--- src/rtl/sram_arb_pkg.sv ---
`default_nettype none
// ============================================================================
//  Module   : sram_arb_pkg
//  Purpose  : Shared definitions for the two-port SRAM arbiter. Holds the FSM
//             state encoding, the chip-select decode table, the byte-index
//             width, the legal timing-parameter limits and a byte-scan helper.
//  Ports    : none (package)
//  Revision : 1.0  initial release
// ============================================================================
package sram_arb_pkg;

    localparam int BYTE_IDX_W = 2;

    localparam int WAIT_MIN = 1;
    localparam int WAIT_MAX = 15;
    localparam int HOLD_MIN = 1;
    localparam int HOLD_MAX = 3;

    // Cycle counter must reach WAIT_MAX-1 inside a strobe phase.
    localparam int CNT_W = $clog2(WAIT_MAX + 1);

    typedef enum logic [2:0] {
        ST_IDLE   = 3'd0,
        ST_SETUP  = 3'd1,
        ST_STROBE = 3'd2,
        ST_HOLD   = 3'd3,
        ST_ACK    = 3'd4
    } state_t;

    // Active-low one-hot chip select, indexed by word address bits [20:19].
    localparam logic [3:0][3:0] CS_DECODE = {4'h7, 4'hB, 4'hD, 4'hE};

    // Lowest set bit of mask at index >= from; returns 4 when none remains.
    function automatic logic [2:0] first_set(input logic [3:0] mask,
                                             input logic [2:0] from);
        logic [2:0] r;
        r = 3'd4;
        for (int i = 3; i >= 0; i--) begin
            if (mask[i] && (3'(i) >= from)) r = 3'(i);
        end
        return r;
    endfunction

endpackage
`default_nettype wire

--- src/rtl/sram_arbiter_if.sv ---
`default_nettype none
// ============================================================================
//  Module   : sram_arbiter_if
//  Purpose  : Bundles the two requester ports and the SRAM pad signals.
//             master : requester / SRAM-model side
//             slave  : arbiter side
//  Ports    : pN_req/we/addr/be/wdata -> arbiter, pN_ack/rdata <- arbiter,
//             sram cs_n/read_n/write_n/addr/data/oe <- arbiter,
//             sram data in -> arbiter
//  Revision : 1.0  initial release
// ============================================================================
interface sram_arbiter_if;
    logic        i_p0_req,   i_p1_req;
    logic        i_p0_we,    i_p1_we;
    logic [20:0] i_p0_addr,  i_p1_addr;
    logic [3:0]  i_p0_be,    i_p1_be;
    logic [31:0] i_p0_wdata, i_p1_wdata;
    logic        o_p0_ack,   o_p1_ack;
    logic [31:0] o_p0_rdata, o_p1_rdata;
    logic [3:0]  o_sram_cs_n;
    logic        o_sram_read_n;
    logic        o_sram_write_n;
    logic [20:0] o_sram_addr;
    logic [7:0]  o_sram_data;
    logic        o_sram_data_oe;
    logic [7:0]  i_sram_data;

    modport master (
        output i_p0_req, i_p1_req, i_p0_we, i_p1_we, i_p0_addr, i_p1_addr,
               i_p0_be, i_p1_be, i_p0_wdata, i_p1_wdata, i_sram_data,
        input  o_p0_ack, o_p1_ack, o_p0_rdata, o_p1_rdata, o_sram_cs_n,
               o_sram_read_n, o_sram_write_n, o_sram_addr, o_sram_data,
               o_sram_data_oe
    );

    modport slave (
        input  i_p0_req, i_p1_req, i_p0_we, i_p1_we, i_p0_addr, i_p1_addr,
               i_p0_be, i_p1_be, i_p0_wdata, i_p1_wdata, i_sram_data,
        output o_p0_ack, o_p1_ack, o_p0_rdata, o_p1_rdata, o_sram_cs_n,
               o_sram_read_n, o_sram_write_n, o_sram_addr, o_sram_data,
               o_sram_data_oe
    );
endinterface
`default_nettype wire

--- src/rtl/sram_byte_cycle.sv ---
`default_nettype none
// ============================================================================
//  Module   : sram_byte_cycle
//  Purpose  : Times the STROBE and HOLD phases of one SRAM byte access.
//  Ports    : i_clk, i_reset_n   clock, async active-low reset
//             i_state            current arbiter state
//             o_strobe_end       last STROBE cycle of this byte
//             o_hold_end         last HOLD cycle (byte done)
//  Revision : 1.0  initial release
// ============================================================================
module sram_byte_cycle
    import sram_arb_pkg::*;
#(
    parameter int WAIT_CYCLES = 2,
    parameter int HOLD_CYCLES = 1
) (
    input  wire    i_clk,
    input  wire    i_reset_n,
    input  state_t i_state,
    output logic   o_strobe_end,
    output logic   o_hold_end
);

    logic [CNT_W-1:0] cnt_q, cnt_d;

    // The counter restarts at zero on every phase boundary, so it always
    // reads "cycles already spent in the current phase".
    always_comb begin
        o_strobe_end = (i_state == ST_STROBE) && (cnt_q == CNT_W'(WAIT_CYCLES - 1));
        o_hold_end   = (i_state == ST_HOLD)   && (cnt_q == CNT_W'(HOLD_CYCLES - 1));
        cnt_d        = '0;
        if (((i_state == ST_STROBE) || (i_state == ST_HOLD)) &&
            !o_strobe_end && !o_hold_end) begin
            cnt_d = cnt_q + 1'b1;
        end
    end

    always_ff @(posedge i_clk or negedge i_reset_n) begin
        if (!i_reset_n) cnt_q <= '0;
        else            cnt_q <= cnt_d;
    end

endmodule
`default_nettype wire

--- src/rtl/sram_arbiter.sv ---
`default_nettype none
// ============================================================================
//  Module   : sram_arbiter
//  Purpose  : Two-port arbiter onto an 8-bit asynchronous SRAM (4 chips).
//             32-bit reads are split into four byte accesses; writes touch
//             only enabled bytes. All SRAM-side outputs are registered.
//  Ports    : i_clk, i_reset_n   clock, async active-low reset
//             bus (slave)        requester ports + SRAM pads
//  Config   : SRAM_ARB_FIXED_PRIO_EN defined -> port 0 wins ties;
//             undefined -> round-robin, last-served port loses ties.
//  Revision : 1.0  initial release
// ============================================================================
module sram_arbiter
    import sram_arb_pkg::*;
#(
    parameter int WAIT_CYCLES = 2,
    parameter int HOLD_CYCLES = 1
) (
    input  wire           i_clk,
    input  wire           i_reset_n,
    sram_arbiter_if.slave bus
);

    // Out-of-range parameters are clamped to the nearest legal value.
    localparam int WAIT_EFF = (WAIT_CYCLES < WAIT_MIN) ? WAIT_MIN :
                              (WAIT_CYCLES > WAIT_MAX) ? WAIT_MAX : WAIT_CYCLES;
    localparam int HOLD_EFF = (HOLD_CYCLES < HOLD_MIN) ? HOLD_MIN :
                              (HOLD_CYCLES > HOLD_MAX) ? HOLD_MAX : HOLD_CYCLES;

    state_t                state_q, state_d;
    logic                  gnt_q, gnt_d;     // 0 = port 0, 1 = port 1
    logic                  last_q, last_d;   // last served port
    logic                  we_q, we_d;
    logic [20:0]           addr_q, addr_d;
    logic [3:0]            mask_q, mask_d;   // bytes to access
    logic [31:0]           wdata_q, wdata_d;
    logic [BYTE_IDX_W-1:0] idx_q, idx_d;
    logic [31:0]           rbuf_q, rbuf_d;   // read assembly buffer
    logic [3:0]            cs_n_q, cs_n_d;
    logic                  read_n_q, read_n_d;
    logic                  write_n_q, write_n_d;
    logic [20:0]           saddr_q, saddr_d;
    logic [7:0]            sdata_q, sdata_d;
    logic                  oe_q, oe_d;
    logic                  ack0_q, ack0_d;
    logic                  ack1_q, ack1_d;
    logic [31:0]           rdata0_q, rdata0_d;
    logic [31:0]           rdata1_q, rdata1_d;

    logic                  strobe_end, hold_end;
    logic                  pick;
    logic                  busy;
    logic [2:0]            nxt;

    sram_byte_cycle #(
        .WAIT_CYCLES (WAIT_EFF),
        .HOLD_CYCLES (HOLD_EFF)
    ) u_byte_cycle (
        .i_clk        (i_clk),
        .i_reset_n    (i_reset_n),
        .i_state      (state_q),
        .o_strobe_end (strobe_end),
        .o_hold_end   (hold_end)
    );

    always_comb begin
        state_d  = state_q;
        gnt_d    = gnt_q;
        last_d   = last_q;
        we_d     = we_q;
        addr_d   = addr_q;
        mask_d   = mask_q;
        wdata_d  = wdata_q;
        idx_d    = idx_q;
        rbuf_d   = rbuf_q;
        rdata0_d = rdata0_q;
        rdata1_d = rdata1_q;
        saddr_d  = saddr_q;
        sdata_d  = sdata_q;
        nxt      = 3'd4;

`ifdef SRAM_ARB_FIXED_PRIO_EN
        pick = !bus.i_p0_req;
`else
        pick = (bus.i_p0_req && bus.i_p1_req) ? !last_q : !bus.i_p0_req;
`endif

        case (state_q)
            ST_IDLE: begin
                if (bus.i_p0_req || bus.i_p1_req) begin
                    gnt_d   = pick;
                    we_d    = pick ? bus.i_p1_we    : bus.i_p0_we;
                    addr_d  = pick ? bus.i_p1_addr  : bus.i_p0_addr;
                    wdata_d = pick ? bus.i_p1_wdata : bus.i_p0_wdata;
                    mask_d  = !we_d ? 4'hF : (pick ? bus.i_p1_be : bus.i_p0_be);
                    nxt     = first_set(mask_d, 3'd0);
                    if (nxt[2]) begin
                        state_d = ST_ACK;      // empty write: no SRAM cycle
                    end else begin
                        idx_d   = nxt[1:0];
                        state_d = ST_SETUP;
                    end
                end
            end
            ST_SETUP: state_d = ST_STROBE;
            ST_STROBE: begin
                if (strobe_end) begin
                    if (!we_q) rbuf_d[{idx_q, 3'b000} +: 8] = bus.i_sram_data;
                    state_d = ST_HOLD;
                end
            end
            ST_HOLD: begin
                if (hold_end) begin
                    nxt = first_set(mask_q, {1'b0, idx_q} + 3'd1);
                    if (nxt[2]) begin
                        state_d = ST_ACK;
                        if (!we_q) begin
                            if (gnt_q) rdata1_d = rbuf_q;
                            else       rdata0_d = rbuf_q;
                        end
                    end else begin
                        idx_d   = nxt[1:0];
                        state_d = ST_SETUP;
                    end
                end
            end
            ST_ACK: begin
                last_d  = gnt_q;
                state_d = ST_IDLE;
            end
            default: state_d = ST_IDLE;
        endcase

        // Pad outputs are decoded from the next state so they register
        // in lock-step with the state flops.
        busy      = (state_d == ST_SETUP) || (state_d == ST_STROBE) ||
                    (state_d == ST_HOLD);
        cs_n_d    = busy ? CS_DECODE[addr_d[20:19]] : 4'hF;
        read_n_d  = !((state_d == ST_STROBE) && !we_d);
        write_n_d = !((state_d == ST_STROBE) &&  we_d);
        oe_d      = busy && we_d;
        if (busy) saddr_d = {addr_d[18:0], idx_d};
        if (busy && we_d) sdata_d = wdata_d[{idx_d, 3'b000} +: 8];
        ack0_d    = (state_d == ST_ACK) && !gnt_d;
        ack1_d    = (state_d == ST_ACK) &&  gnt_d;
    end

    always_ff @(posedge i_clk or negedge i_reset_n) begin
        if (!i_reset_n) begin
            state_q   <= ST_IDLE;
            gnt_q     <= 1'b0;
            last_q    <= 1'b1;     // port 0 wins the first tie
            we_q      <= 1'b0;
            addr_q    <= '0;
            mask_q    <= '0;
            wdata_q   <= '0;
            idx_q     <= '0;
            rbuf_q    <= '0;
            cs_n_q    <= 4'hF;
            read_n_q  <= 1'b1;
            write_n_q <= 1'b1;
            saddr_q   <= '0;
            sdata_q   <= '0;
            oe_q      <= 1'b0;
            ack0_q    <= 1'b0;
            ack1_q    <= 1'b0;
            rdata0_q  <= '0;
            rdata1_q  <= '0;
        end else begin
            state_q   <= state_d;
            gnt_q     <= gnt_d;
            last_q    <= last_d;
            we_q      <= we_d;
            addr_q    <= addr_d;
            mask_q    <= mask_d;
            wdata_q   <= wdata_d;
            idx_q     <= idx_d;
            rbuf_q    <= rbuf_d;
            cs_n_q    <= cs_n_d;
            read_n_q  <= read_n_d;
            write_n_q <= write_n_d;
            saddr_q   <= saddr_d;
            sdata_q   <= sdata_d;
            oe_q      <= oe_d;
            ack0_q    <= ack0_d;
            ack1_q    <= ack1_d;
            rdata0_q  <= rdata0_d;
            rdata1_q  <= rdata1_d;
        end
    end

    assign bus.o_sram_cs_n    = cs_n_q;
    assign bus.o_sram_read_n  = read_n_q;
    assign bus.o_sram_write_n = write_n_q;
    assign bus.o_sram_addr    = saddr_q;
    assign bus.o_sram_data    = sdata_q;
    assign bus.o_sram_data_oe = oe_q;
    assign bus.o_p0_ack       = ack0_q;
    assign bus.o_p1_ack       = ack1_q;
    assign bus.o_p0_rdata     = rdata0_q;
    assign bus.o_p1_rdata     = rdata1_q;

endmodule
`default_nettype wire

--- src/flat_wrapper.sv ---
// flat-port wrapper written by rule: the top's interface ports become plain ports
module sram_arbiter_flat import sram_arb_pkg::*;
#(
    parameter int WAIT_CYCLES = 2,
    parameter int HOLD_CYCLES = 1
)
  (i_clk, i_reset_n, bus_i_p0_req, bus_i_p1_req, bus_i_p0_we, bus_i_p1_we, bus_i_p0_addr, bus_i_p1_addr, bus_i_p0_be, bus_i_p1_be, bus_i_p0_wdata, bus_i_p1_wdata, bus_i_sram_data, bus_o_p0_ack, bus_o_p1_ack, bus_o_p0_rdata, bus_o_p1_rdata, bus_o_sram_cs_n, bus_o_sram_read_n, bus_o_sram_write_n, bus_o_sram_addr, bus_o_sram_data, bus_o_sram_data_oe);
  sram_arbiter_if bus_i ();
  input  wire i_clk;
  input  wire i_reset_n;
  input wire logic [$bits(bus_i.i_p0_req)-1:0] bus_i_p0_req;
  input wire logic [$bits(bus_i.i_p1_req)-1:0] bus_i_p1_req;
  input wire logic [$bits(bus_i.i_p0_we)-1:0] bus_i_p0_we;
  input wire logic [$bits(bus_i.i_p1_we)-1:0] bus_i_p1_we;
  input wire logic [$bits(bus_i.i_p0_addr)-1:0] bus_i_p0_addr;
  input wire logic [$bits(bus_i.i_p1_addr)-1:0] bus_i_p1_addr;
  input wire logic [$bits(bus_i.i_p0_be)-1:0] bus_i_p0_be;
  input wire logic [$bits(bus_i.i_p1_be)-1:0] bus_i_p1_be;
  input wire logic [$bits(bus_i.i_p0_wdata)-1:0] bus_i_p0_wdata;
  input wire logic [$bits(bus_i.i_p1_wdata)-1:0] bus_i_p1_wdata;
  input wire logic [$bits(bus_i.i_sram_data)-1:0] bus_i_sram_data;
  output wire logic [$bits(bus_i.o_p0_ack)-1:0] bus_o_p0_ack;
  output wire logic [$bits(bus_i.o_p1_ack)-1:0] bus_o_p1_ack;
  output wire logic [$bits(bus_i.o_p0_rdata)-1:0] bus_o_p0_rdata;
  output wire logic [$bits(bus_i.o_p1_rdata)-1:0] bus_o_p1_rdata;
  output wire logic [$bits(bus_i.o_sram_cs_n)-1:0] bus_o_sram_cs_n;
  output wire logic [$bits(bus_i.o_sram_read_n)-1:0] bus_o_sram_read_n;
  output wire logic [$bits(bus_i.o_sram_write_n)-1:0] bus_o_sram_write_n;
  output wire logic [$bits(bus_i.o_sram_addr)-1:0] bus_o_sram_addr;
  output wire logic [$bits(bus_i.o_sram_data)-1:0] bus_o_sram_data;
  output wire logic [$bits(bus_i.o_sram_data_oe)-1:0] bus_o_sram_data_oe;
  assign bus_i.i_p0_req = bus_i_p0_req;
  assign bus_i.i_p1_req = bus_i_p1_req;
  assign bus_i.i_p0_we = bus_i_p0_we;
  assign bus_i.i_p1_we = bus_i_p1_we;
  assign bus_i.i_p0_addr = bus_i_p0_addr;
  assign bus_i.i_p1_addr = bus_i_p1_addr;
  assign bus_i.i_p0_be = bus_i_p0_be;
  assign bus_i.i_p1_be = bus_i_p1_be;
  assign bus_i.i_p0_wdata = bus_i_p0_wdata;
  assign bus_i.i_p1_wdata = bus_i_p1_wdata;
  assign bus_i.i_sram_data = bus_i_sram_data;
  assign bus_o_p0_ack = bus_i.o_p0_ack;
  assign bus_o_p1_ack = bus_i.o_p1_ack;
  assign bus_o_p0_rdata = bus_i.o_p0_rdata;
  assign bus_o_p1_rdata = bus_i.o_p1_rdata;
  assign bus_o_sram_cs_n = bus_i.o_sram_cs_n;
  assign bus_o_sram_read_n = bus_i.o_sram_read_n;
  assign bus_o_sram_write_n = bus_i.o_sram_write_n;
  assign bus_o_sram_addr = bus_i.o_sram_addr;
  assign bus_o_sram_data = bus_i.o_sram_data;
  assign bus_o_sram_data_oe = bus_i.o_sram_data_oe;
  sram_arbiter #(.WAIT_CYCLES(WAIT_CYCLES), .HOLD_CYCLES(HOLD_CYCLES)) u_core (.i_clk(i_clk), .i_reset_n(i_reset_n), .bus(bus_i));
endmodule
--- config.mk ---
export PLATFORM = sky130hd
export DESIGN_NAME = sram_arbiter_flat
export DESIGN_NICKNAME = d
export VERILOG_FILES = /design/src/rtl/sram_arb_pkg.sv /design/src/rtl/sram_arbiter_if.sv /design/src/rtl/sram_byte_cycle.sv /design/src/rtl/sram_arbiter.sv /design/src/flat_wrapper.sv
export SDC_FILE = /design/constraint.sdc
export NUM_CORES = 1
export LEC_CHECK = 0
export ABC_AREA = 1
export ABC_CLOCK_PERIOD_IN_PS = 1990
export BUFFER_PORTS_ARGS = -buffer_cell sky130_fd_sc_hd__buf_2
export CAP_MARGIN = 25
export CORE_MARGIN = 3
export CORE_UTILIZATION = 42
export DETAILED_ROUTE_END_ITERATION = 10
export GPL_TIMING_DRIVEN = 0
export PLACE_DENSITY = 0.71
export SETUP_SLACK_MARGIN = 0.02
export SYNTH_ARGS = -nofsm -noshare
export SYNTH_HDL_FRONTEND = slang
export SYNTH_SLANG_ARGS = --single-unit
--- constraint.sdc ---
create_clock -name i_clk -period 1.99 [get_ports i_clk]
set_input_delay 0.0995 -clock i_clk [delete_from_list [all_inputs] [get_ports i_clk]]
set_output_delay 0.0995 -clock i_clk [all_outputs]
set_load 0.005 [all_outputs]
Word-level counts from Yosys, hierarchy flattened
Index checks and enable logic that the tools add are counted.
{"block": "word_totals", "reg_bits": 203, "input_bits": 128, "out_inout_bits": 102, "word_cells": 116}
{"block": "op_classes", "n_addsub": 3, "order_cmp": 5, "eq_ne": 9, "n_shift": 3, "muxes": 42, "bitwise": 2, "reduce_logical": 32}
{"cell": "32-bit 2-to-1 mux", "count": 3}
{"cell": "21-bit 2-to-1 mux", "count": 3}
{"cell": "3-bit 2-to-1 mux", "count": 17}
{"cell": "32-bit bitwise mux", "count": 1}
{"cell": "8-bit by 7-bit variable shift with 32-bit output (first input constant)", "count": 1}
{"cell": "32-bit by 6-bit variable part select with 8-bit output", "count": 1}
{"cell": "8-bit by 7-bit variable part select with 32-bit output", "count": 1}
{"cell": "4-bit 2-to-1 mux", "count": 5}
{"cell": "1-bit logical AND", "count": 14}
{"cell": "3-bit by 2-bit == test with 1-bit output (second input constant)", "count": 4}
{"cell": "3-bit one-hot mux with 4 select lines", "count": 1}
{"cell": "5-bit AND reduction", "count": 2}
{"cell": "4-bit binary-select mux with 2-bit select", "count": 1}
{"cell": "1-bit logical NOT", "count": 8}
{"cell": "2-bit 2-to-1 mux", "count": 4}
{"cell": "5-bit negator with 7-bit output", "count": 1}
{"cell": "3-bit by 1-bit == test with 1-bit output (second input constant)", "count": 2}
{"cell": "3-bit == test (second input constant)", "count": 2}
{"cell": "1-bit by 3-bit greater-or-equal comparator with 1-bit output (first input constant)", "count": 2}
{"cell": "2-bit by 3-bit greater-or-equal comparator with 1-bit output (first input constant)", "count": 2}
{"cell": "1-bit 2-to-1 mux", "count": 6}
{"cell": "4-bit by 1-bit adder with 4-bit output (second input constant)", "count": 1}
{"cell": "4-bit by 1-bit == test with 1-bit output (second input constant)", "count": 1}
{"cell": "4-bit logical NOT", "count": 1}
{"cell": "8 further kinds", "count": 12}

Logic depth before layout (Yosys ltp)
Gate-level depths: netlist (run 1).
{"block": "logic_depth", "word_depth": 17, "ltp_mapped": 19}

Modules after synthesis
Synthesis (run 1) repeated with hierarchy kept, for this count alone.
{"block": "hier_totals", "hier_cells": 1099, "hier_area_um2": 9272.6}
{"mod": "sram_arbiter", "n_inst": 1, "cells_per_inst": 1067, "area_each_um2": 9016.1}
{"mod": "sram_byte_cycle", "n_inst": 1, "cells_per_inst": 32, "area_each_um2": 256.5}

Worst setup path before layout (run 1)
OpenSTA, ideal clock, no wires.
{"block": "synth_timing", "path_type": "register to register", "start": "reg u_core.idx_q[0]", "end": "reg u_core.sdata_q[0] (netlist: u_core.bus.o_sram_data[0])", "setup_time_ns": 0.116, "arrival_ns": 1.963, "required_ns": 1.874, "setup_slack_ns": -0.089, "stages_incl_launch_ff": 17, "n_path_buf": 1, "period_less_slack_ns": 2.079, "path_cell_list": "dfrtp_1 -> inv_1 -> ha_1 -> o21ai_1 -> o21a_1 -> nand2_1 -> nand2_1 -> nand2_1 -> a21oi_2 -> nand2_4 -> nand2_8 -> buf_12 -> nand2_2 -> nand3_1 -> nand2_1 -> nand2_1 -> nand2_1"}
{"block": "synth_via", "elab_chain_cells": 16, "elab_cells_between_ends": 30}
{"element": "start, declared", "line_no": "sram_arbiter.sv:37", "source": "logic [BYTE_IDX_W-1:0] idx_q, idx_d;"}
{"element": "start signal, assigned", "line_no": "sram_arbiter.sv:177", "source": "idx_q <= idx_d;"}
{"element": "parallel branches: the longest is 16 deep, another holds 2-bit by 1-bit adder with 3-bit output"}
{"element": "end signal, assigned", "line_no": "sram_arbiter.sv:183", "source": "sdata_q <= sdata_d;"}
{"element": "end, declared", "line_no": "sram_arbiter.sv:43", "source": "logic [7:0] sdata_q, sdata_d;"}
Parallel ways; which one is timed is not known. The select of a mux whose other input is x is not followed.
A chain may end at the register's enable or synchronous reset.

Worst setup path after layout (run 1)
{"block": "layout_timing", "start": "reg u_core.idx_q[1]", "end": "reg u_core.saddr_q[5] (netlist: u_core.bus.o_sram_addr[5])"}
{"block": "layout_via", "elab_chain_cells": 15, "elab_cells_between_ends": 23}
{"element": "2-bit by 1-bit adder with 3-bit output (*)", "line_no": "sram_arbiter.sv:114", "source": "nxt = first_set(mask_q, {1'b0, idx_q} + 3'd1);"}
{"element": "2-bit by 3-bit greater-or-equal comparator with 1-bit output", "line_no": "sram_arb_pkg.sv:39", "source": "if (mask[i] && (3'(i) >= from)) r = 3'(i);"}
{"element": "1-bit logical AND", "line_no": "sram_arb_pkg.sv:39"}
{"element": "3-bit 2-to-1 mux (3 in series)", "line_no": "sram_arb_pkg.sv:39"}
{"element": "3-bit 2-to-1 mux (*)", "line_no": "sram_arb_pkg.sv:39"}
{"element": "3-bit 2-to-1 mux (*)", "line_no": "sram_arbiter.sv:113", "source": "if (hold_end) begin"}
{"element": "3-bit 2-to-1 mux (*)", "line_no": "sram_arbiter.sv:88", "source": "case (state_q)"}
{"element": "3-bit 2-to-1 mux (*)", "line_no": "sram_arbiter.sv:115", "source": "if (nxt[2]) begin"}
{"element": "3-bit 2-to-1 mux (*)", "line_no": "sram_arbiter.sv:113"}
{"element": "3-bit one-hot mux with 4 select lines (*)", "line_no": "sram_arbiter.sv:88"}
{"element": "3-bit by 1-bit == test with 1-bit output / 3-bit by 2-bit == test with 1-bit output (equally long branches)", "line_no": "sram_arbiter.sv:136", "source": "busy = (state_d == ST_SETUP) || (state_d == ST_STROBE) ||"}
{"element": "1-bit logical OR", "line_no": "sram_arbiter.sv:136"}
{"element": "1-bit logical OR (*)", "line_no": "sram_arbiter.sv:136"}
{"element": "end signal, assigned", "line_no": "sram_arbiter.sv:182", "source": "saddr_q <= saddr_d;"}
{"element": "end, declared", "line_no": "sram_arbiter.sv:42", "source": "logic [20:0] saddr_q, saddr_d;"}
Every way passes the cells marked *; elsewhere a longest branch is shown, timed or not. The select of a mux whose other input is x is not followed.

==> impl_summary.md, run 1 <==
Worst setup path
The start of the worst register-to-register path is u_core.idx_q[1]. The class of the most critical setup path is register to register. The startpoint kind of the worst setup timing path is a register. The depth of the worst register-to-register path is 15. For the worst setup path, the data arrival time is 2.68 ns. The worst-case register-to-register setup slack is -0.25 ns.

For the worst setup path, the data required time is 2.43 ns. The endpoint type of the worst setup path is a register. In this run the worst path has a maximum fanout of 7. The worst register-to-register path ends at u_core.bus.o_sram_addr[5].

Synthesis
For this run, the register share of the synthesized area comes to 0.554. The yosys synthesis warning count is 0. A synthesized cell averages 8.51 um2.

The summed instance area of the synthesized netlist is 9190 um2. The number of standard cells after synthesis is 1080. The post-synthesis register bit count is 203. The number of enable flip-flop cells after synthesis is 0. Synthesis instantiated 38 different standard cells from the library. When the netlist entered floorplanning its net count stood at 1217. The most used flip-flop cell after synthesis is dfrtp_1. Of all flip-flops after synthesis, the portion carrying an async set or reset was 1.00.

Placement
The post-placement cell area is 10700 um2. The number of input and output port buffers inserted is 229. Once placement completed, the tool counted placed cells totaling 1585.

The routability congestion estimate from global placement is 0.893. The pre-CTS setup slack is -0.619 ns. The post-detailed-placement half-perimeter wirelength is 18100 um.

Final layout
Leaving out filler cells and counting taps, the final layout contains 1790. After filler insertion, the fill cell instance count of the layout stands at 1540. In the layout the commonest cells are buf_2, nand2_1, dfrtp_1.

The final net count is 1636. After routing the design area is 14200 um2. From synthesis to final layout, the design area changed by 54.1%. In the final layout, the share of cells above drive strength 1 is 0.382. The library cell used most frequently in the layout, excluding fill and tap cells, is buf_2.

Min path
The start point of the worst hold path is bus_i_p1_addr[11]. For hold timing, the worst endpoint is u_core.addr_q[11]. Along the worst hold path, the cell count comes to 3. The type of the tightest min-delay check is primary input to register.

Drt
The routed layout has 9177 vias. In the routed design, unresolved DRC markers number 0. In this run, the number of DRC markers left after iteration 0 of detailed routing was 494. The count of nets left with antenna violations once routing finished came out at 0.

The total detailed-routing wirelength is 31200 um. After detailed routing, the number of vias per cell comes to 5.13. Dividing the detail-routed wire length by the instance count gives 17.4 um. The first TritonRoute pass finished after 5 iterations.

Die
During I/O placement, the number of pins put on the boundary was 230. The number of standard-cell rows in the floorplan is 53. The vertical die dimension is 154 um. The die covers 23700 um2. The area inside the core boundary is 21300 um2. The die width is 154 um. For this configuration, the core starts out at a cell density of 0.432.

Clock network
The number of buffers added by the clock tree synthesis step is 21. The maximum number of buffers from clock root to sink is 3. The clock-pin slew on the worst setup and hold paths is 0.06 ns.

TritonCTS built the clock tree. The total number of clock tree sinks is 203. The H-tree depth is 1. In this run the clock root is driven by a clkbuf_16. The insertion delay of the later-clocked pin in the worst-skew pair is 0.50 ns.

Global route
Entering global routing, the biggest net connects 124 pins. The via count of the first global-routing pass was 8999. The initial antenna violation count came to 1. The global routing usage summed across all routing layers is 0.234. The first global-routing pass estimated 45700 um of wire. Summed over all layers, the global routing overflow is 0.

Pwr
The ratio of total power to cell area is 1700 nW/um2. The worst-case IR drop observed on VDD is 891 uV. The leakage power total is 7.13 nW.

Timing
The actual slew at the worst max-slew pin is 0.638 ns. The least setup slack across all paths after layout is -0.249 ns. The smallest clock period supported by the final layout is computed as 2.24 ns. The part of the cycle the worst path needs is 1.13. Setup violations remaining at the end of the flow were counted as 100. The final count of hold timing violations is 0. The relative slew slack is 0.575.

The number of slew-limit violations in the final report is 0. The clock skew is 0.0172 ns. Setup repair after global routing could not meet its margin everywhere. Static timing analysis puts the maximum clock frequency at 447 MHz.

Flow run
Max-cap violations in this run came to 0.

Outcome
The checks that failed: negative setup slack. The flow ran to the end, but the final reports show violations.
==> synth_stat cells, types with 2 or more instances <==
master | number | share of area
dfrtp_1 | 196 | 0.53
a21oi_1 | 8 | 0.0044
nand3_1 | 108 | 0.059
o21ai_0 | 127 | 0.069
o21ai_1 | 17 | 0.0093
nand2_1 | 299 | 0.12
buf_4 | 4 | 0.0033
buf_2 | 10 | 0.0054
inv_1 | 104 | 0.042
o21ai_2 | 2 | 0.0019
buf_1 | 2 | 0.00082
inv_4 | 2 | 0.0014
nor3_1 | 2 | 0.0011
o21a_1 | 2 | 0.0016
buf_6 | 4 | 0.0049
clkbuf_1 | 25 | 0.010
inv_2 | 3 | 0.0012
nand3_2 | 2 | 0.0022
nor2_1 | 44 | 0.018
dfstp_2 | 7 | 0.020
or2_2 | 32 | 0.022
ha_1 | 9 | 0.012
a31oi_1 | 2 | 0.0014
a21oi_2 | 3 | 0.0029
nor2_2 | 3 | 0.0020
nand2_4 | 2 | 0.0025
and2_1 | 34 | 0.023
nand2_2 | 17 | 0.012
==> power breakdown <==
group | internal (mW) | leakage, nW | total [mW] | switching [mW]
combinational | 5.49 | 4.33 | 12.5 | 7.05
clock | 2.71 | 0.373 | 4.32 | 1.61
sequential | 6.16 | 2.43 | 7.16 | 1.00
total | 14.4 | 7.13 | 24.0 | 9.67
==> metrics by stage <==
stage | utilization | hold WS [ns] | power [mW] | setup TNS [ns]
after CTS | 0.618 | 0.000136 | 21.9 | -2.63
after detailed placement | 0.504 | 0.121 | 15.7 | -48.24
after floorplan | - | -0.196 | 12.6 | -0.297
final | 0.665 | 0.0250 | 24.0 | -14.33
after global placement | 0.502 | 0.382 | 15.4 | -547.43
after global routing | 0.665 | 0.0481 | 25.6 | -24.58
==> worst max-delay path: stages (launching register included) <==
cell and delay (ns):
dfrtp_2 0.43, inv_4 0.07, ha_4 0.17, nand2_2 0.07, o21ai_2 0.07, a21oi_2 0.18, nand2_2 0.11, nor2_4 0.17
nor2_2 0.05, nor2_2 0.19, nand3_4 0.19, clkinv_4 0.12, buf_12 0.11, buf_8 0.12, nand2_2 0.05, nand2_1 0.06
==> how the worst max path moves through the flow <==
stage | depth (start not counted) | slack [ns] | start | endpoint
final | 15 | -0.25 | u_core.idx_q[1] | u_core.bus.o_sram_addr[5]
after global routing | 15 | -0.38 | u_core.idx_q[1] | u_core.bus.o_sram_addr[5]
after CTS | 17 | -0.16 | u_core.idx_q[1] | u_core.bus.o_sram_data[6]
after detailed placement | 11 | -0.62 | u_core.idx_q[0] | u_core.bus.o_p0_rdata[17]
after global placement | 1 | -2.55 | i_reset_n | u_core.wdata_q[12]
after floorplan | 17 | -0.04 | u_core.idx_q[0] | u_core.bus.o_sram_data[0]
==> sequential cells by signal (all words and copies together) (netlist names), 2 cells and up <==
name	cells
u_core.addr_q	21
u_core.bus.o_p0_rdata	32
u_core.bus.o_p1_rdata	32
u_core.bus.o_sram_addr	21
u_core.bus.o_sram_cs_n	4
u_core.bus.o_sram_data	8
u_core.idx_q	2
u_core.mask_q	4
u_core.rbuf_q	32
u_core.state_q	3
u_core.u_byte_cycle.cnt_q	4
u_core.wdata_q	32
==> area by class of cell <==
type                            count  area, um2  share of cell area
Timing Repair Buffer              392       2940               0.207
Inverter                          110        433              0.0306
Multi-Input combinational cell    725       4190               0.296
Clock inverter                      9        174              0.0123
Sequential cell                   203       5090               0.360
Antenna cell                        1       2.50            0.000177
Tap cell                          275        344              0.0243
Buffer                             45        392              0.0277
Timing Repair inverter              1       3.75            0.000265
Clock buffer                       29        586              0.0414
==> logic make-up (layout without fill, tap and decap cells) <==
group	count (synthesis)	count (layout)	synth area share
simple gates	548	552	0.268
flops	203	203	0.554
compound gates	161	162	0.0906
buf+inv	157	586	0.0729
fa+ha+maj	9	9	0.0123
xor+xnor	2	2	0.00191
other cells	0	1	0
==> timing repair <==
item | CTS | global route
hold endpoints to repair | 150 | 0
resized for setup | 97 | 236
setup endpoints to repair | 131 | 144
setup buffers | 21 | 18
gates cloned | 5 | 16
hold buffers | 109 | 0
pin swaps | 20 | 49
==> routing by layer <==
metal	global-route usage	routed length, um	up-vias
li1	-	-	4290
met1	0.295	12300	4387
met2	0.400	15700	409
met3	0.0501	2160	91
met4	0.0828	1080	0
met5	0	0	-
Note: power is estimated with default switching activity, not from simulation.
==> inputs of run 2 (changes only) <==
--- a/config.mk
+++ b/config.mk
@@ -10,10 +10,10 @@
 export BUFFER_PORTS_ARGS = -buffer_cell sky130_fd_sc_hd__buf_2
 export CAP_MARGIN = 25
 export CORE_MARGIN = 3
-export CORE_UTILIZATION = 42
+export CORE_UTILIZATION = 48
 export DETAILED_ROUTE_END_ITERATION = 10
 export GPL_TIMING_DRIVEN = 0
-export PLACE_DENSITY = 0.71
+export PLACE_DENSITY = 0.79
 export SETUP_SLACK_MARGIN = 0.02
 export SYNTH_ARGS = -nofsm -noshare
 export SYNTH_HDL_FRONTEND = slang
==> run 2 against run 1 <==
The run still ends with negative setup slack left. Clock power down 6.5%. Via count up 5.6%. Setup slack worse by 0.050 ns. Global-route usage up 4.8 points. Routed wire length up 7.3%. Clock skew up 0.0028 ns. Critical path depth up 2. Largest power group unchanged. First-iteration DRC count up 65%. Clock-buffer cell count down 2. Hold slack better by 0.0018 ns.
==> impl_summary.md, run 2 (synthesized netlist as in run 1, its figures left out) <==
Outcome
Outcome: complete, but fails checks (unchanged). Failing checks: negative setup slack (unchanged).

Timing
The least setup slack across all paths after layout is -0.299 ns (was -0.249 ns). The highest clock frequency the design can meet is 437 MHz (was 447 MHz). The part of the cycle the worst path needs is 1.15 (was 1.13). The actual slew at the worst max-slew pin came to 0.542 ns (was 0.638 ns). The final count of hold timing violations is 0 (unchanged).

The number of slew-limit violations in the final report is 0 (unchanged). RSZ-0062 raised after global routing: yes (unchanged). The clock skew is 0.0200 ns (was 0.0172 ns). The relative slew slack was 0.638 (was 0.575).

The number of endpoints failing setup at the final stage came to 100 (unchanged). The final critical-path required period is 2.29 ns (was 2.24 ns).

Worst setup path
The startpoint kind of the worst setup timing path is a register (unchanged). The worst path arrival time is 2.73 ns (was 2.68 ns). The class of the most critical setup path is register to register (unchanged). The cell type of the slowest stage on the worst timing path is dfstp_2 (was dfrtp_2).

The cell type with the highest occurrence count on the critical path was nand2_1 (was nand2_2). The largest stage delay on the critical path is 0.54 ns (was 0.43 ns). The critical path data required time came to 2.44 ns (was 2.43 ns). Crit-path cells: inv_2 > nand2_4 > nand2_8 > buf_6 > o21ai_4 > nand2_1 > nand2_1 > a21oi_2 > nand2_2 > nand2_4 > buf_4 > buf_4 > nand3_1 > nand3_1 > nand2_1 > nand2_1 > nand2_1 (was inv_4 > ha_4 > nand2_2 > o21ai_2 > a21oi_2 > nand2_2 > nor2_4 > nor2_2 > nor2_2 > nand3_4 > clkinv_4 > buf_12 > buf_8 > nand2_2 > nand2_1). The maximum fanout count along the critical path is 10 (was 7). The endpoint type of the worst setup path is a register (unchanged).

Pwr
The leakage power total is 7.20 nW (was 7.13 nW). The maximum resistive drop on vdd is 1060 uV (was 891 uV). The power after layout is 23.5 mW (was 24.0 mW). The ratio of total power to cell area was 1660 nW/um2 (was 1700 nW/um2).

Placement
The number of instances in the placed design is 1540 (was 1585). The number of input and output port buffers inserted is 229 (unchanged). The post-detailed-placement half-perimeter wirelength is 17600 um (was 18100 um). The routability congestion estimate from global placement was 0.904 (was 0.893). The pre-CTS setup slack is -0.512 ns (was -0.619 ns).

Final layout
The most common library cell in the layout ignoring fill and taps is buf_2 (unchanged). Most frequent cells in the layout: buf_2, nand2_1, dfrtp_1 (unchanged). The area overhead of the layout relative to synthesis is 54.6% (was 54.1%). The share of the core filled with cells is 0.772 (was 0.665). The final net count is 1634 (was 1636). The fraction of final layout cells with drive strength greater than 1 came to 0.396 (was 0.382). The final non-filler cell total is 1743 (was 1790).

Drt
The count of unresolved DRC violations after routing is 0 (unchanged). The average wire length per cell after detail routing is 19.2 um (was 17.4 um). The vias per cell is 5.56 (was 5.13).

The remaining antenna violation count was 0 (unchanged). The total number of vias was 9693 (was 9177). The first-pass iteration count of the detailed router came to 6 (was 5). The violation count after the first detailed-route iteration came to 815 (was 494). The total detailed-routing wirelength is 33500 um (was 31200 um).

Clock network
The root buffer cell is clkbuf_16 (unchanged). The maximum number of buffers from clock root to sink is 3 (unchanged). The number of buffers added by the clock tree synthesis step was 22 (was 21). The insertion delay of the later-clocked pin in the worst-skew pair is 0.50 ns (about the same). The clock-pin slew on the worst setup and hold paths is 0.07 ns (was 0.06 ns). The total number of clock tree sinks came to 203 (unchanged).

The H-tree depth is 1 (unchanged). The clock tree from TritonCTS is built (unchanged).

Die
The number of standard-cell rows in the floorplan is 49 (was 53). The vertical die dimension is 144 um (was 154 um). The initial core utilization is 0.499 (was 0.432). The die width is 144 um (was 154 um). The number of ports placed on the die boundary is 230 (unchanged). The die outline area is 20800 um2 (was 23700 um2). The area inside the core boundary is 18400 um2 (was 21300 um2).

Flow run
The max-capacitance violation count is 0 (unchanged).

Global route
The total grt overflow is 0 (unchanged). The initial antenna violation count came to 5 (was 1). The wire length of the first global-routing pass is 47100 um (was 45700 um). The global routing usage summed across all routing layers is 0.282 (was 0.234). The via count of the first global-routing pass is 9370 (was 8999).

The maximum number of pins on one net before global-route repair is 100 (was 124).

Min path
The type of the tightest min-delay check is primary input to register (unchanged).
[run 2: cell types whose count changed in the layout (fill, tap and decap cells not counted), sizes merged]
cell / previous run / this run
buf: 309 / 304
bufinv: 5 / 2
clkbuf: 48 / 51
clkinv: 5 / 8
diode: 1 / 4
clkinvlp: 0 / 2
inv: 110 / 108
dlygate4sd3: 109 / 110
nand2: 320 / 319
nand3: 113 / 112
o21ai: 147 / 146
[run 2: per-layer routing]
layer	track usage	share of wire	wire (um)	vias up
met5	0	0.00081	27	-
met4	0.103	0.047	1580	4
met3	0.0479	0.083	2770	148
met2	0.496	0.51	17000	620
met1	0.351	0.36	12100	4651
li1	-	-	-	4270
[run 2: final timing paths]
check                           slack (ns)                 startpoint  cells past startpoint                   endpoint
worst max register to register       -0.30              u_core.last_q                     17  u_core.bus.o_sram_data[4]
worst min register to register        0.48  u_core.bus.o_sram_data[0]                      2  u_core.bus.o_sram_data[0]
worst max-delay path                 -0.30              u_core.last_q                     17  u_core.bus.o_sram_data[4]
max in group asynchronous             0.82                  i_reset_n                      4            u_core.idx_q[0]
worst min-delay path                  0.03         bus_i_p0_wdata[26]                      4         u_core.wdata_q[26]
min in group asynchronous             0.06                  i_reset_n                      2  u_core.bus.o_p0_rdata[11]
[run 2: report_power, final]
group	leakage, nW	total, mW	internal [mW]	switching, mW
clock network	0.340	4.04	2.37	1.67
registers	2.43	7.30	6.16	1.14
logic	4.43	12.2	5.08	7.12
[run 2: area by class of cell]
cell class                      count  area, um2
Sequential cell                   203       5090
Multi-Input combinational cell    722       4330
Fill cell                        1090       4190
Timing Repair Buffer              392       2890
Clock buffer                       27        591
Buffer                             46        449
Inverter                          110        443
Tap cell                          229        287
Clock inverter                     10        109
Antenna cell                        4       10.0
[run 2: stage by stage]
stage / cell area [um2] / setup TNS, ns / hold slack, ns
detailed placement: 10700 / -40.06 / -0.0292
CTS: 13200 / -2.21 / 0.00195
global route: 14200 / -27.79 / 0.0328
floorplan: 9200 / -0.297 / -0.196
global placement: 10600 / -521.54 / 0.376
finish: 14200 / -16.05 / 0.0268
[run 2: timing repair]
| item | CTS | global route |
|---|---|---|
| setup endpoints to repair | 136 | 153 |
| pin swaps | 10 | 47 |
| setup buffers | 20 | 20 |
| hold endpoints to repair | 195 | 0 |
| gates resized for setup | 144 | 262 |
| cloned | 9 | 4 |
| hold buffers | 110 | 0 |
[run 2: critical path, delay by kind of cell, from the launching register on]
kind                   cells  cell delay (ns)
AO/OA/AOI/OAI              2             0.21
buffers and inverters      4             0.51
flip-flops                 1             0.54
AND/OR/NAND/NOR           11             0.97
